$ cat config.mk
export PLATFORM = sky130hd
export DESIGN_NAME = jtbubl_rom_arb_flat
export DESIGN_NICKNAME = d
export VERILOG_FILES = /design/src/rtl/jtbubl_rom_pkg.sv /design/src/rtl/jtbubl_rom_arb_if.sv /design/src/rtl/jtbubl_rom_slot.sv /design/src/rtl/jtbubl_rom_arb.sv /design/src/flat_wrapper.sv
export SDC_FILE = /design/constraint.sdc
export NUM_CORES = 1
export LEC_CHECK = 0
export CAP_MARGIN = 15
export CORE_MARGIN = 1.5
export CORE_UTILIZATION = 48
export CTS_BUF_LIST = sky130_fd_sc_hd__clkbuf_8
export DETAILED_ROUTE_END_ITERATION = 12
export PLACE_DENSITY = 0.78
export SYNTH_ARGS = -nofsm -noshare
export SYNTH_HDL_FRONTEND = slang
export SYNTH_SLANG_ARGS = --single-unit
$ cat constraint.sdc
create_clock -name clk -period 4.53 [get_ports clk]
set_input_delay 0.6795 -clock clk [delete_from_list [all_inputs] [get_ports clk]]
set_output_delay 0.6795 -clock clk [all_outputs]
set_load 0.01 [all_outputs]
$ cat src/rtl/jtbubl_rom_pkg.sv
// jtbubl_rom_pkg: shared encodings for the ROM arbiter and its slot caches
package jtbubl_rom_pkg;
  localparam int SLOTS = 4;
  typedef enum logic [1:0] {IDLE, WAIT_ACK, WAIT_RDY} state_t;
  typedef enum logic [1:0] {MAIN = 2'd0, SUB = 2'd1, SND = 2'd2, GFX = 2'd3} slot_t;
endpackage

$ cat src/rtl/jtbubl_rom_arb_if.sv
// jtbubl_rom_arb_if: requester slots and SDRAM read port of the ROM arbiter
interface jtbubl_rom_arb_if;
  logic        main_cs;
  logic [17:0] main_addr;
  logic        main_ok;
  logic [7:0]  main_dout;
  logic        sub_cs;
  logic [14:0] sub_addr;
  logic        sub_ok;
  logic [7:0]  sub_dout;
  logic        snd_cs;
  logic [14:0] snd_addr;
  logic        snd_ok;
  logic [7:0]  snd_dout;
  logic        gfx_cs;
  logic [17:0] gfx_addr;
  logic        gfx_ok;
  logic [31:0] gfx_dout;
  logic        sdram_req;
  logic        sdram_ack;
  logic [21:0] sdram_addr;
  logic [31:0] data_read;
  logic        data_rdy;
  logic        refresh_en;
  modport slave (
    input  main_cs, main_addr, sub_cs, sub_addr, snd_cs, snd_addr, gfx_cs, gfx_addr,
    output main_ok, main_dout, sub_ok, sub_dout, snd_ok, snd_dout, gfx_ok, gfx_dout,
    output sdram_req, sdram_addr, refresh_en,
    input  sdram_ack, data_read, data_rdy
  );
  modport master (
    output main_cs, main_addr, sub_cs, sub_addr, snd_cs, snd_addr, gfx_cs, gfx_addr,
    input  main_ok, main_dout, sub_ok, sub_dout, snd_ok, snd_dout, gfx_ok, gfx_dout,
    input  sdram_req, sdram_addr, refresh_en,
    output sdram_ack, data_read, data_rdy
  );
endinterface

$ cat src/rtl/jtbubl_rom_slot.sv
// jtbubl_rom_slot: one-entry 32-bit read cache with tag compare and byte select
module jtbubl_rom_slot #(
  parameter  int AW = 18,
  parameter  int DW = 8,
  localparam int TW = DW == 32 ? AW : AW - 2
) (
  input  logic          clk,
  input  logic          rst,
  input  logic          clr,
  input  logic          cs,
  input  logic [AW-1:0] addr,
  input  logic          wr,
  input  logic [TW-1:0] wr_tag,
  input  logic [31:0]   wr_data,
  output logic          ok,
  output logic          miss,
  output logic [TW-1:0] tag,
  output logic [DW-1:0] dout
);
  logic [31:0]   data;
  logic [TW-1:0] tag_q;
  logic          valid;
  logic          hit;

  assign tag  = addr[AW-1 -: TW];
  assign hit  = valid & (tag_q == tag);
  assign ok   = cs & hit & ~(rst | clr);
  assign miss = cs & ~hit;

  generate
    if (DW == 32) begin : g_word
      assign dout = data[DW-1:0];
    end else begin : g_byte
      assign dout = data[{addr[1:0], 3'b0} +: DW];
    end
  endgenerate

  always_ff @(posedge clk) begin
    if (rst || clr) valid <= 1'b0;
    else if (wr) valid <= 1'b1;
    if (wr) begin
      data  <= wr_data;
      tag_q <= wr_tag;
    end
  end
endmodule

$ cat src/rtl/jtbubl_rom_arb.sv
// jtbubl_rom_arb: four cached ROM slots sharing one SDRAM read port
module jtbubl_rom_arb
  import jtbubl_rom_pkg::*;
#(
  parameter logic [21:0] MAIN_OFFSET = 22'h00000,
  parameter logic [21:0] SUB_OFFSET  = 22'h14000,
  parameter logic [21:0] SND_OFFSET  = 22'h18000,
  parameter logic [21:0] GFX_OFFSET  = 22'h20000,
  parameter int          GFX_STREAK  = 2
) (
  input  logic            clk,
  input  logic            rst,
  input  logic            downloading,
  input  logic            loop_rst,
  jtbubl_rom_arb_if.slave bus
);
  logic             clr, grant, cpu_any, gfx_go;
  logic [SLOTS-1:0] miss, fill;
  logic [15:0]      main_tag;
  logic [12:0]      sub_tag, snd_tag;
  logic [17:0]      gfx_tag, win_tag, pick_tag;
  logic [21:0]      pick_addr;
  logic [1:0]       rr, rr1, rr2, cpu_pick;
  logic [7:0]       streak;
  state_t           state, nxt;
  slot_t            win, pick;

  assign clr = downloading | loop_rst;

  jtbubl_rom_slot #(.AW(18), .DW(8)) u_main (
    .clk, .rst, .clr, .cs(bus.main_cs), .addr(bus.main_addr), .wr(fill[MAIN]),
    .wr_tag(win_tag[15:0]), .wr_data(bus.data_read), .ok(bus.main_ok),
    .miss(miss[MAIN]), .tag(main_tag), .dout(bus.main_dout)
  );
  jtbubl_rom_slot #(.AW(15), .DW(8)) u_sub (
    .clk, .rst, .clr, .cs(bus.sub_cs), .addr(bus.sub_addr), .wr(fill[SUB]),
    .wr_tag(win_tag[12:0]), .wr_data(bus.data_read), .ok(bus.sub_ok),
    .miss(miss[SUB]), .tag(sub_tag), .dout(bus.sub_dout)
  );
  jtbubl_rom_slot #(.AW(15), .DW(8)) u_snd (
    .clk, .rst, .clr, .cs(bus.snd_cs), .addr(bus.snd_addr), .wr(fill[SND]),
    .wr_tag(win_tag[12:0]), .wr_data(bus.data_read), .ok(bus.snd_ok),
    .miss(miss[SND]), .tag(snd_tag), .dout(bus.snd_dout)
  );
  jtbubl_rom_slot #(.AW(18), .DW(32)) u_gfx (
    .clk, .rst, .clr, .cs(bus.gfx_cs), .addr(bus.gfx_addr), .wr(fill[GFX]),
    .wr_tag(win_tag), .wr_data(bus.data_read), .ok(bus.gfx_ok),
    .miss(miss[GFX]), .tag(gfx_tag), .dout(bus.gfx_dout)
  );

  // gfx wins unless it has already taken GFX_STREAK grants in a row over a waiting CPU
  always_comb begin
    cpu_any   = |miss[2:0];
    rr1       = rr == 2'd2 ? 2'd0 : rr + 2'd1;
    rr2       = rr == 2'd0 ? 2'd2 : rr - 2'd1;
    cpu_pick  = miss[rr] ? rr : miss[rr1] ? rr1 : rr2;
    gfx_go    = miss[GFX] & ~(cpu_any & (int'(streak) >= GFX_STREAK));
    pick      = gfx_go ? GFX : slot_t'(cpu_pick);
    pick_tag  = pick == GFX ? gfx_tag : pick == SND ? 18'(snd_tag) :
                pick == SUB ? 18'(sub_tag) : 18'(main_tag);
    pick_addr = pick == GFX ? GFX_OFFSET + 22'({gfx_tag, 1'b0}) :
                pick == SND ? SND_OFFSET + 22'({snd_tag, 1'b0}) :
                pick == SUB ? SUB_OFFSET + 22'({sub_tag, 1'b0}) :
                              MAIN_OFFSET + 22'({main_tag, 1'b0});
    grant     = (state == IDLE) & |miss & ~clr;
    nxt       = state;
    nxt       = clr ? IDLE :
                state == IDLE     ? (grant ? WAIT_ACK : IDLE) :
                state == WAIT_ACK ? (bus.sdram_ack ? WAIT_RDY : WAIT_ACK) :
                                    (bus.data_rdy ? IDLE : WAIT_RDY);
    fill      = (state == WAIT_RDY) & bus.data_rdy & ~clr ? SLOTS'(1) << win : '0;
  end

  assign bus.sdram_req  = state == WAIT_ACK;
  assign bus.refresh_en = rst | ((state == IDLE) & ~|miss);

  always_ff @(posedge clk) begin
    if (rst) begin
      state          <= IDLE;
      win            <= MAIN;
      win_tag        <= '0;
      bus.sdram_addr <= '0;
      rr             <= 2'd0;
      streak         <= '0;
    end else begin
      state <= nxt;
      if (grant) begin
        win            <= pick;
        win_tag        <= pick_tag;
        bus.sdram_addr <= pick_addr;
        streak         <= gfx_go & cpu_any ? streak + 8'd1 : '0;
        if (!gfx_go) rr <= cpu_pick == 2'd2 ? 2'd0 : cpu_pick + 2'd1;
      end
    end
  end
endmodule
$ cat src/flat_wrapper.sv
// flat-port wrapper written by rule: the top's interface ports become plain ports
module jtbubl_rom_arb_flat import jtbubl_rom_pkg::*;
#(
  parameter logic [21:0] MAIN_OFFSET = 22'h00000,
  parameter logic [21:0] SUB_OFFSET  = 22'h14000,
  parameter logic [21:0] SND_OFFSET  = 22'h18000,
  parameter logic [21:0] GFX_OFFSET  = 22'h20000,
  parameter int          GFX_STREAK  = 2
)
  (clk, rst, downloading, loop_rst, bus_main_cs, bus_main_addr, bus_sub_cs, bus_sub_addr, bus_snd_cs, bus_snd_addr, bus_gfx_cs, bus_gfx_addr, bus_main_ok, bus_main_dout, bus_sub_ok, bus_sub_dout, bus_snd_ok, bus_snd_dout, bus_gfx_ok, bus_gfx_dout, bus_sdram_req, bus_sdram_addr, bus_refresh_en, bus_sdram_ack, bus_data_read, bus_data_rdy);
  jtbubl_rom_arb_if bus_i ();
  input  logic clk;
  input  logic rst;
  input  logic downloading;
  input  logic loop_rst;
  input wire logic [$bits(bus_i.main_cs)-1:0] bus_main_cs;
  input wire logic [$bits(bus_i.main_addr)-1:0] bus_main_addr;
  input wire logic [$bits(bus_i.sub_cs)-1:0] bus_sub_cs;
  input wire logic [$bits(bus_i.sub_addr)-1:0] bus_sub_addr;
  input wire logic [$bits(bus_i.snd_cs)-1:0] bus_snd_cs;
  input wire logic [$bits(bus_i.snd_addr)-1:0] bus_snd_addr;
  input wire logic [$bits(bus_i.gfx_cs)-1:0] bus_gfx_cs;
  input wire logic [$bits(bus_i.gfx_addr)-1:0] bus_gfx_addr;
  output wire logic [$bits(bus_i.main_ok)-1:0] bus_main_ok;
  output wire logic [$bits(bus_i.main_dout)-1:0] bus_main_dout;
  output wire logic [$bits(bus_i.sub_ok)-1:0] bus_sub_ok;
  output wire logic [$bits(bus_i.sub_dout)-1:0] bus_sub_dout;
  output wire logic [$bits(bus_i.snd_ok)-1:0] bus_snd_ok;
  output wire logic [$bits(bus_i.snd_dout)-1:0] bus_snd_dout;
  output wire logic [$bits(bus_i.gfx_ok)-1:0] bus_gfx_ok;
  output wire logic [$bits(bus_i.gfx_dout)-1:0] bus_gfx_dout;
  output wire logic [$bits(bus_i.sdram_req)-1:0] bus_sdram_req;
  output wire logic [$bits(bus_i.sdram_addr)-1:0] bus_sdram_addr;
  output wire logic [$bits(bus_i.refresh_en)-1:0] bus_refresh_en;
  input wire logic [$bits(bus_i.sdram_ack)-1:0] bus_sdram_ack;
  input wire logic [$bits(bus_i.data_read)-1:0] bus_data_read;
  input wire logic [$bits(bus_i.data_rdy)-1:0] bus_data_rdy;
  assign bus_i.main_cs = bus_main_cs;
  assign bus_i.main_addr = bus_main_addr;
  assign bus_i.sub_cs = bus_sub_cs;
  assign bus_i.sub_addr = bus_sub_addr;
  assign bus_i.snd_cs = bus_snd_cs;
  assign bus_i.snd_addr = bus_snd_addr;
  assign bus_i.gfx_cs = bus_gfx_cs;
  assign bus_i.gfx_addr = bus_gfx_addr;
  assign bus_main_ok = bus_i.main_ok;
  assign bus_main_dout = bus_i.main_dout;
  assign bus_sub_ok = bus_i.sub_ok;
  assign bus_sub_dout = bus_i.sub_dout;
  assign bus_snd_ok = bus_i.snd_ok;
  assign bus_snd_dout = bus_i.snd_dout;
  assign bus_gfx_ok = bus_i.gfx_ok;
  assign bus_gfx_dout = bus_i.gfx_dout;
  assign bus_sdram_req = bus_i.sdram_req;
  assign bus_sdram_addr = bus_i.sdram_addr;
  assign bus_refresh_en = bus_i.refresh_en;
  assign bus_i.sdram_ack = bus_sdram_ack;
  assign bus_i.data_read = bus_data_read;
  assign bus_i.data_rdy = bus_data_rdy;
  jtbubl_rom_arb #(.MAIN_OFFSET(MAIN_OFFSET), .SUB_OFFSET(SUB_OFFSET), .SND_OFFSET(SND_OFFSET), .GFX_OFFSET(GFX_OFFSET), .GFX_STREAK(GFX_STREAK)) u_core (.clk(clk), .rst(rst), .downloading(downloading), .loop_rst(loop_rst), .bus(bus_i));
endmodule
==> key figures, run 1 <==
Setup path
  • Startpoint Class: input port
  • Setup Crit Path Kind: input port to output port
  • Critical Path AT: 3.59 ns
  • Critical path depth in cells: 9
  • CP max stage delay: 0.60 ns
  • Crit path capture: bus_refresh_en
  • R2R Path End: u_core.win_tag[1]
  • Reg2reg start: u_core.rr[1]
  • CP top delay family: buffers and inverters
  • Critical Path Source: bus_sub_addr[6]
  • CP Max Fanout: 4
  • R2r setup slk: 1.28 ns
  • CP dominant cell by count: clkdlybuf4s50_1
  • Critical path required time: 3.85 ns
  • Worst path cell trace: clkdlybuf4s50_1 > xnor2_1 > nand4_1 > nor4_1 > buf_4 > o22ai_1 > or2_1 > o41ai_1 > clkdlybuf4s50_1
  • CP endpoint kind: output port
  • Worst R2R Path Depth: 12
  • CP bufs+invs: 3
  • CP max-delay cell: clkdlybuf4s50_1

Layout
  • Area grow syn2layout: 30.5%
  • Fin area: 12300 um2
  • Ant. Diodes: 0
  • Fillers: 1439
  • Nets: 932
  • Final cell utilization of the core: 63.7%
  • Layout cells sized above 1: 12.7%
  • Final std cells w/o fill: 1109

Drt
  • DRC errors left: 0
  • Routed wire length: 24.1 mm
  • Wire per inst: 21.7 um
  • Via density: 5.46
  • DR iter-0 viols: 500
  • Final ANT Viol Nets: 0
  • Initial DRT Pass Iterations: 6
  • Vias: 6052

Clock network
  • Worst-path clk slew: 0.06 ns
  • Worst-skew pair later-pin latency: 0.53 ns
  • Post-CTS sizing: 0
  • Clock sinks: 230
  • Num CTS Buffers: 37
  • Post-CTS setup buffers: 0
  • Post-CTS Hold Buffers: 0
  • CTS tree: done
  • Root Buffer: clkbuf_8
  • Max Root-Sink Buffers: 3
  • H-tree levels: 2

Die
  • Top Ports: 192
  • Die Height: 143 um
  • Die Wd: 143 um
  • Core box area: 19400 um2
  • Die area: 20600 um2
  • Initial Utilization: 48.8%
  • Rows: 51

STA
  • Final Cycle Share: 94.2%
  • Clk_skew: 0.0265 ns
  • Slew HR: 47.8%
  • Final hold vios: 0
  • RSZ-0062 raised after global routing: no
  • Setup Viol. Count Final: 0
  • Worst Max-Slew Pin Slew: 0.781 ns
  • Final min period: 4.27 ns
  • Fmax: 234 MHz
  • Worst hold margin: 0.434 ns
  • Fin. max-slew vios: 0
  • Setup tns final: 0 ns

Placement
  • RePlAce Congestion: 0.907
  • Post-DP HPWL: 16.7 mm
  • Placed inst area: 11700 um2
  • Placed Instances: 1044
  • PortBufs: 188

Synthesis
  • Synth warnings: 0
  • Yosys cell types: 63
  • Area leader, netlist: edfxtp_1
  • Register area share after synthesis: 68.5%
  • Post-synthesis register bit count: 230
  • Mean Syn Cell Area: 15.6 um2
  • Commonest cells in the netlist: edfxtp_1 (188), xnor2_1 (55), dfxtp_1 (42)
  • Mapped Area: 9460 um2
  • Synth Flop Type: edfxtp_1
  • FFs w/ async S/R, synth: 0%
  • Most common cell in the netlist: edfxtp_1
  • Post-synth EDFFs: 188
  • Synth area leaders: edfxtp_1 (60%), dfxtp_1 (8.9%), mux4_2 (5.7%)
  • Yosys top cell area share: 59.7%
  • Syn Inst Count: 605

Power
  • Power per cell area: 363 nW/um2
  • VDD IR max: 0.311 mV
  • Cell leakage power: 0.00417 uW

Global routing
  • Vias in the first global route: 6560
  • Antenna violations before repair: 0
  • First-pass GRT wire length: 36.0 mm
  • Gr usage total: 23.9%
  • Congestion Overflow GR: 0
  • Largest net degree at the start of global routing: 52

Flow run
  • MaxCap Viol Count: 0

Hold path
  • Type of the worst min-delay path: flop to flop

Status
  • Status: completed
==> final cells by class <==
| cell class | count | area (um2) | share of cell area, % |
|---|---|---|---|
| sequential | 230 | 6490 | 52.5 |
| inverter | 15 | 56.3 | 0.456 |
| clock inverter | 21 | 83.8 | 0.679 |
| clock buffer | 44 | 606 | 4.90 |
| timing repair buffer | 208 | 2060 | 16.7 |
| multi-input combinational | 326 | 2730 | 22.1 |
| tap | 265 | 332 | 2.68 |
==> worst min path at each step <==
stage	start	to	slack (ns)	cells past startpoint
global placement	u_core.win_tag[16]	u_core.u_gfx.tag_q[16]	0.41	0
global route	u_core.win_tag[17]	u_core.u_gfx.tag_q[17]	0.45	0
finish	u_core.win_tag[17]	u_core.u_gfx.tag_q[17]	0.43	0
detailed placement	u_core.win_tag[16]	u_core.u_gfx.tag_q[16]	0.42	0
floorplan	u_core.win_tag[16]	u_core.u_gfx.tag_q[16]	0.41	0
CTS	u_core.win_tag[17]	u_core.u_gfx.tag_q[17]	0.43	0
==> power by group <==
group / total (uW) / switching (uW) / internal (uW)
logic: 486 / 236 / 250
registers: 2340 / 29.1 / 2310
clock network: 1650 / 777 / 876
total: 4480 / 1040 / 3440
==> per-layer routing <==
metal  track usage (%)  vias to the layer above  part of all wire (%)
met3              6.70                       56                   8.6
met2              40.6                      283                    48
met5                 0                        -                     0
met1              28.2                     2955                    39
met4              11.1                        0                   3.7
li1                  -                     2758                     -
==> cell usage in the layout, fill, tap and decap left out, types with 9 or more instances in the layout <==
cell type / Yosys / layout
dfxtp_1: 42 / 42
clkbuf_8: 0 / 44
edfxtp_1: 188 / 188
mux4_2: 24 / 24
clkdlybuf4s50_1: 0 / 188
buf_4: 17 / 18
o21ai_0: 9 / 9
inv_1: 15 / 31
mux2i_1: 27 / 27
a21oi_1: 16 / 16
xnor2_1: 55 / 55
nand4_1: 19 / 19
nor2_1: 25 / 24
nand2_1: 35 / 35
==> flip-flops by register name (all words and copies together) (netlist names), 6 cells and up <==
| register | cells |
|---|---|
| u_core.win_tag | 18 |
| u_core.streak | 8 |
| u_core.u_snd.tag_q | 13 |
| u_core.bus.sdram_addr | 6 |
| u_core.u_sub.data | 32 |
| u_core.u_sub.tag_q | 13 |
| u_core.u_gfx.dout | 32 |
| u_core.u_gfx.tag_q | 18 |
| u_core.u_main.data | 32 |
| u_core.u_snd.data | 32 |
| u_core.u_main.tag_q | 16 |
==> through the flow <==
step	total power, uW	setup slack [ns]
after global placement	2860	0.311
after global routing	4640	0.102
final	4480	0.263
after CTS	4520	0.262
after detailed placement	2870	0.275
after floorplan	2630	1.03
==> cells by family (layout without fill, tap and decap cells) <==
family / after synthesis / count (layout) / synth area share, %
and+or+nand+nor: 132 / 132 / 7.43
DFF: 230 / 230 / 68.5
buffers and inverters: 51 / 288 / 3.03
other: 1 / 3 / 0.0396
muxes: 51 / 51 / 8.57
AOI/OAI and AO/OA: 77 / 77 / 6.32
xor gates and xnor gates: 57 / 57 / 5.28
adders and majority gates: 6 / 6 / 0.793
No activity file was read; power rests on OpenSTA's default activity.
==> run 2, diff against run 1 <==
Settings changed: ABC_CLOCK_PERIOD_IN_PS set to 4500, CORE_MARGIN 1.5 to 2, CORE_UTILIZATION 48 to 51, PLACE_DENSITY 0.78 to 0.79.
Clock period 4.53 ns to 4.5 ns, I/O delays scaled along.
==> run 2 against run 1 <==
Clock power increased by 2%. Final area decreased by 0.38%. Critical path depth decreased by 1. Clock-buffer cell count decreased by 3. Die area decreased by 4.4%. Wire length decreased by 0.95%. Cell count decreased by 3.0%. First-iteration DRC count decreased by 16%.
==> key figures, run 2 (synthesis results as in run 1) <==
Global routing
  • Largest net degree at the start of global routing: 50 (was 52)
  • Antenna violations before repair: 0 (unchanged)
  • Congestion Overflow GR: 0 (unchanged)
  • Vias in the first global route: 6513 (was 6560)
  • First-pass GRT wire length: 36.5 mm (was 36.0 mm)
  • Gr usage total: 24.5% (was 23.9%)

Clock network
  • Post-CTS Hold Buffers: 0 (unchanged)
  • Post-CTS sizing: 0 (unchanged)
  • Post-CTS setup buffers: 0 (unchanged)
  • Max Root-Sink Buffers: 3 (unchanged)
  • Clock sinks: 230 (unchanged)
  • Num CTS Buffers: 38 (was 37)
  • H-tree levels: 2 (unchanged)
  • Root Buffer: clkbuf_8 (unchanged)
  • Worst-skew pair later-pin latency: 0.52 ns (was 0.53 ns)
  • CTS tree: done (unchanged)
  • Worst-path clk slew: 0.05 ns (was 0.06 ns)

STA
  • Fmax: 242 MHz
  • Final hold vios: 0 (unchanged)
  • PnR worst setup slack: 0.370 ns (was 0.263 ns)
  • Worst Max-Slew Pin Slew: 0.759 ns (was 0.781 ns)
  • RSZ-0062 raised after global routing: no (unchanged)
  • Final min period: 4.13 ns
  • Slew HR: 49.2% (was 47.8%)
  • Fin. max-slew vios: 0 (unchanged)
  • Setup Viol. Count Final: 0 (unchanged)
  • Final Cycle Share: 91.8%
  • Clk_skew: 0.0216 ns (was 0.0265 ns)
  • Setup tns final: 0 ns (unchanged)

Flow run
  • MaxCap Viol Count: 0 (unchanged)

Layout
  • Ant. Diodes: 0 (unchanged)
  • Final cell utilization of the core: 68.0% (was 63.7%)
  • Final std cells w/o fill: 1076 (was 1109)
  • Layout cells sized above 1: 13.1% (was 12.7%)
  • Most frequent cells in the layout: clkdlybuf4s50_1 (188), edfxtp_1 (188), xnor2_1 (55), dfxtp_1 (42), clkbuf_8 (41) (was clkdlybuf4s50_1 (188), edfxtp_1 (188), xnor2_1 (55), clkbuf_8 (44), dfxtp_1 (42))
  • Fillers: 1220 (was 1439)
  • Area grow syn2layout: 30.0% (was 30.5%)
  • Nets: 932 (unchanged)

Placement
  • RePlAce Congestion: 1.06 (was 0.907)
  • Placed Instances: 1007 (was 1044)
  • Post-DP HPWL: 16.4 mm (was 16.7 mm)
  • PortBufs: 188 (unchanged)
  • Place WS: 0.357 ns (was 0.275 ns)

Setup path
  • Worst path cell trace: clkdlybuf4s50_1 > and2b_1 > a2111o_1 > nor4b_4 > a21oi_1 > or2_1 > o41ai_1 > clkdlybuf4s50_1 (was clkdlybuf4s50_1 > xnor2_1 > nand4_1 > nor4_1 > buf_4 > o22ai_1 > or2_1 > o41ai_1 > clkdlybuf4s50_1)
  • CP max-delay cell: clkdlybuf4s50_1 (unchanged)
  • CP top delay family: buffers and inverters (unchanged)
  • CP endpoint kind: output port (unchanged)
  • Critical path required time: 3.83 ns (was 3.85 ns)
  • CP max stage delay: 0.60 ns (about the same)
  • Critical Path AT: 3.46 ns (was 3.59 ns)
  • CP bufs+invs: 2 (was 3)
  • CP dominant cell by count: clkdlybuf4s50_1 (unchanged)
  • CP Max Fanout: 4 (unchanged)
  • Setup Crit Path Kind: input port to output port (unchanged)
  • Startpoint Class: input port (unchanged)

Die
  • Die Height: 140 um (was 143 um)
  • Rows: 49 (was 51)
  • Top Ports: 192 (unchanged)
  • Core box area: 18100 um2 (was 19400 um2)
  • Die Wd: 140 um (was 143 um)
  • Initial Utilization: 52.3% (was 48.8%)
  • Die area: 19700 um2 (was 20600 um2)

Power
  • VDD IR max: 0.308 mV (was 0.311 mV)
  • Power per cell area: 369 nW/um2 (was 363 nW/um2)
  • Overall Power: 4530 uW (was 4480 uW)
  • Cell leakage power: 0.00416 uW (was 0.00417 uW)

Drt
  • Wire per inst: 22.1 um (was 21.7 um)
  • Via density: 5.81 (was 5.46)
  • DRC errors left: 0 (unchanged)
  • Final ANT Viol Nets: 0 (unchanged)
  • Vias: 6256 (was 6052)
  • DR iter-0 viols: 418 (was 500)
  • Initial DRT Pass Iterations: 9 (was 6)
  • Routed wire length: 23.8 mm (was 24.1 mm)

Hold path
  • Type of the worst min-delay path: flop to flop (unchanged)

Status
  • Status: completed (unchanged)
==> run 2: changes by cell type in the layout (fill, tap and decap cells not counted), sizes merged <==
cell	change
clkinvlp	-1
inv	-4
bufinv	+1
buf	-1
clkinv	+11
clkbuf	-3
==> run 2: per-layer routing <==
| layer | wire length (um) | GRT usage, % | vias to the layer above | share of wire, % |
|---|---|---|---|---|
| met5 | 0 | 0 | - | 0 |
| met4 | 789 | 9.73 | 0 | 3.3 |
| met3 | 2400 | 6.94 | 63 | 10 |
| met2 | 11900 | 41.9 | 380 | 50 |
| met1 | 8720 | 29.5 | 3056 | 37 |
| li1 | - | - | 2757 | - |
==> run 2: power breakdown <==
| part | switching [uW] | internal [uW] | total, uW |
|---|---|---|---|
| clock | 793 | 900 | 1690 |
| combinational | 239 | 248 | 486 |
| sequential | 30.3 | 2330 | 2360 |
| total | 1060 | 3470 | 4530 |
==> run 2: metrics by stage <==
step,cell area [um2],hold slack [ns]
after detailed placement,11600,0.435
after CTS,12300,0.444
after floorplan,9480,0.408
final,12300,0.442
after global routing,12300,0.455
after global placement,11600,0.415
==> run 2: worst register-to-register path: stages (launching register included) <==
cell      delay, ns
dfxtp_1        0.50
inv_1          0.19
ha_1           0.31
mux2i_1        0.15
nor2b_1        0.17
o41ai_1        0.13
a31o_1         0.21
and2_1         0.19
or4_4          0.53
nand3_1        0.22
buf_12         0.25
mux2i_1        0.27
o221ai_1       0.16
==> run 2: final cells by class <==
class,instances,area [um2],area share (%)
repair buffers,207,2040,16.6
flip-flops and latches,230,6490,52.7
multi-input cells,326,2730,22.2
inverters,15,56.3,0.458
well taps,229,287,2.33
clock inverters,28,143,1.16
clock buffers,41,564,4.59
==> run 2: path summary, 6_finish.rpt <==
kind                                          from                      to  slack [ns]  cells after the start
worst max-delay path             bus_main_addr[11]          bus_refresh_en        0.37                      8
worst min-delay path            u_core.win_tag[17]  u_core.u_gfx.tag_q[17]        0.44                      0
worst max register to register        u_core.rr[1]       u_core.win_tag[1]        1.09                     12
worst min register to register  u_core.win_tag[17]  u_core.u_gfx.tag_q[17]        0.44                      0
==> run 3, diff against run 2 <==
Settings changed: CTS_BUF_LIST sky130_fd_sc_hd__clkbuf_8 to sky130_fd_sc_hd__clkbuf_4.
==> run 3 against run 2 <==
Non-clock buffer count is the same. Total power down 1.4%. Sequential cell count stayed put. Sequential power about the same. Wire length increased by 1.1%. Highest routed layer unchanged.
==> key figures, run 3 (synthesis results as in run 1) <==
Status
  • Status: completed (unchanged)

Layout
  • Nets: 953 (was 932)
  • Area grow syn2layout: 29.8% (was 30.0%)
  • Layout cells sized above 1: 16.4% (was 13.1%)
  • Most frequent cells in the layout: clkdlybuf4s50_1 (188), edfxtp_1 (188), clkbuf_4 (78), xnor2_1 (55), dfxtp_1 (42) (was clkdlybuf4s50_1 (188), edfxtp_1 (188), xnor2_1 (55), dfxtp_1 (42), clkbuf_8 (41))
  • Fin area: 12300 um2 (about the same)

Global routing
  • Antenna violations before repair: 1 (was 0)
  • Gr usage total: 24.7% (was 24.5%)
  • Largest net degree at the start of global routing: 50 (unchanged)
  • First-pass GRT wire length: 36.8 mm (was 36.5 mm)
  • Congestion Overflow GR: 0 (unchanged)
  • Vias in the first global route: 6700 (was 6513)

STA
  • Setup Viol. Count Final: 0 (unchanged)
  • Fin. max-slew vios: 0 (unchanged)
  • Setup tns final: 0 ns (unchanged)
  • Fmax: 242 MHz (about the same)
  • RSZ-0062 raised after global routing: no (unchanged)
  • Final Cycle Share: 91.9% (was 91.8%)
  • PnR worst setup slack: 0.363 ns (was 0.370 ns)
  • Slew HR: 49.0% (was 49.2%)
  • Worst Max-Slew Pin Slew: 0.762 ns (was 0.759 ns)
  • Final min period: 4.14 ns (was 4.13 ns)
  • Final hold vios: 0 (unchanged)
  • Clk_skew: 0.0428 ns (was 0.0216 ns)

Drt
  • Vias: 6352 (was 6256)
  • Initial DRT Pass Iterations: 6 (was 9)
  • Routed wire length: 24.1 mm (was 23.8 mm)
  • Wire per inst: 21.7 um (was 22.1 um)
  • DRC errors left: 0 (unchanged)
  • Final ANT Viol Nets: 0 (unchanged)
  • DR iter-0 viols: 427 (was 418)
  • Via density: 5.72 (was 5.81)

Power
  • VDD IR max: 0.260 mV (was 0.308 mV)
  • Cell leakage power: 0.00416 uW (about the same)
  • Overall Power: 4470 uW (was 4530 uW)
  • Power share of the clock group: 36.5% (was 37.3%)
  • Net Sw Power: 1090 uW (was 1060 uW)
  • Combinational power share: 10.9% (was 10.7%)
  • Sequential share of power: 52.6% (was 51.9%)
  • Power per cell area: 364 nW/um2 (was 369 nW/um2)
  • P_int: 3380 uW (was 3470 uW)
  • Switching part of the total power: 24.5% (was 23.4%)

Placement
  • Place WS: 0.357 ns (unchanged)
  • PortBufs: 188 (unchanged)
  • Placed inst area: 11600 um2 (unchanged)
  • Post-DP HPWL: 16.4 mm (unchanged)
  • RePlAce Congestion: 1.06 (unchanged)

Clock network
  • Clock sinks: 230 (unchanged)
  • Post-CTS setup buffers: 0 (unchanged)
  • Post-CTS sizing: 0 (unchanged)
  • Worst-path clk slew: 0.05 ns (about the same)
  • H-tree levels: 2 (unchanged)
  • Max Root-Sink Buffers: 3 (unchanged)
  • Root Buffer: clkbuf_4 (was clkbuf_8)
  • Worst-skew pair later-pin latency: 0.67 ns (was 0.52 ns)
  • CTS tree: done (unchanged)
  • Num CTS Buffers: 59 (was 38)
  • Post-CTS Hold Buffers: 0 (unchanged)

Setup path
  • CP Max Fanout: 4 (unchanged)
  • CP max-delay cell: clkdlybuf4s50_1 (unchanged)
  • CP dominant cell by count: clkdlybuf4s50_1 (unchanged)
  • Worst path cell trace: clkdlybuf4s50_1 > and2b_1 > a2111o_1 > nor4b_4 > a21oi_1 > or2_1 > o41ai_1 > clkdlybuf4s50_1 (unchanged)
  • Setup Crit Path Kind: input port to output port (unchanged)
  • Critical Path AT: 3.46 ns (about the same)
  • Startpoint Class: input port (unchanged)
  • CP max stage delay: 0.60 ns (about the same)
  • Critical path required time: 3.83 ns (about the same)
  • CP endpoint kind: output port (unchanged)

Die
  • Die Wd: 140 um (unchanged)
  • Top Ports: 192 (unchanged)
  • Rows: 49 (unchanged)
  • Core box area: 18100 um2 (unchanged)
  • Initial Utilization: 52.3% (unchanged)
  • Die area: 19700 um2 (unchanged)
  • Die Height: 140 um (unchanged)

Flow run
  • MaxCap Viol Count: 0 (unchanged)

Hold path
  • Type of the worst min-delay path: flop to flop (unchanged)
## run 3: cell types whose count changed in the layout (fill, tap and decap cells not counted), sizes merged
cell and delta:
inv -11, clkinv +8, clkbuf +37, diode +1, bufinv -1
## run 3: final timing paths
check,start,endpoint,cells past startpoint,slack [ns]
max,bus_main_addr[11],bus_refresh_en,8,0.36
min reg2reg,u_core.win_tag[17],u_core.u_gfx.tag_q[17],0,0.44
min,u_core.win_tag[17],u_core.u_gfx.tag_q[17],0,0.44
max reg2reg,u_core.rr[1],u_core.win_tag[6],12,1.09
## run 3: layout make-up
class | instances | area (um2)
antenna | 1 | 2.50
clock buffer | 78 | 586
clock inverter | 24 | 96.3
fill | 1232 | 5810
inverter | 15 | 56.3
multi-input combinational | 326 | 2730
sequential | 230 | 6490
tap | 229 | 287
timing repair buffer | 207 | 2040
## run 3: per-stage QoR
| stage | util [%] | hold WS (ns) | cells |
|---|---|---|---|
| after floorplan | - | 0.408 | 607 |
| after detailed placement | 64.1 | 0.435 | 1007 |
| after global routing | 67.9 | 0.457 | 1110 |
| final | 67.9 | 0.443 | 1110 |
| after global placement | 64.1 | 0.415 | 1007 |
| after CTS | 67.9 | 0.445 | 1109 |
## run 3: routing by layer
layer	routed length [um]	vias to the layer above	global-route usage [%]
met1	8750	3080	28.8
met2	11900	373	42.2
met4	969	0	11.6
met5	0	-	0
met3	2450	80	7.18
li1	-	2819	-
## run 3: critical path, delay by kind of cell
kind | cells | cell delay (ns)
AOI/OAI and AO/OA | 3 | 0.89
buffers and inverters | 2 | 1.07
and+or+nand+nor | 3 | 0.82
## run 3: power by group through the flow
stage	registers, uW	clock network [uW]	logic, uW
floorplan	2390	0	254
global placement	2400	0	469
detailed placement	2400	0	480
CTS	2350	1680	484
global route	2360	1770	514
finish	2350	1630	487
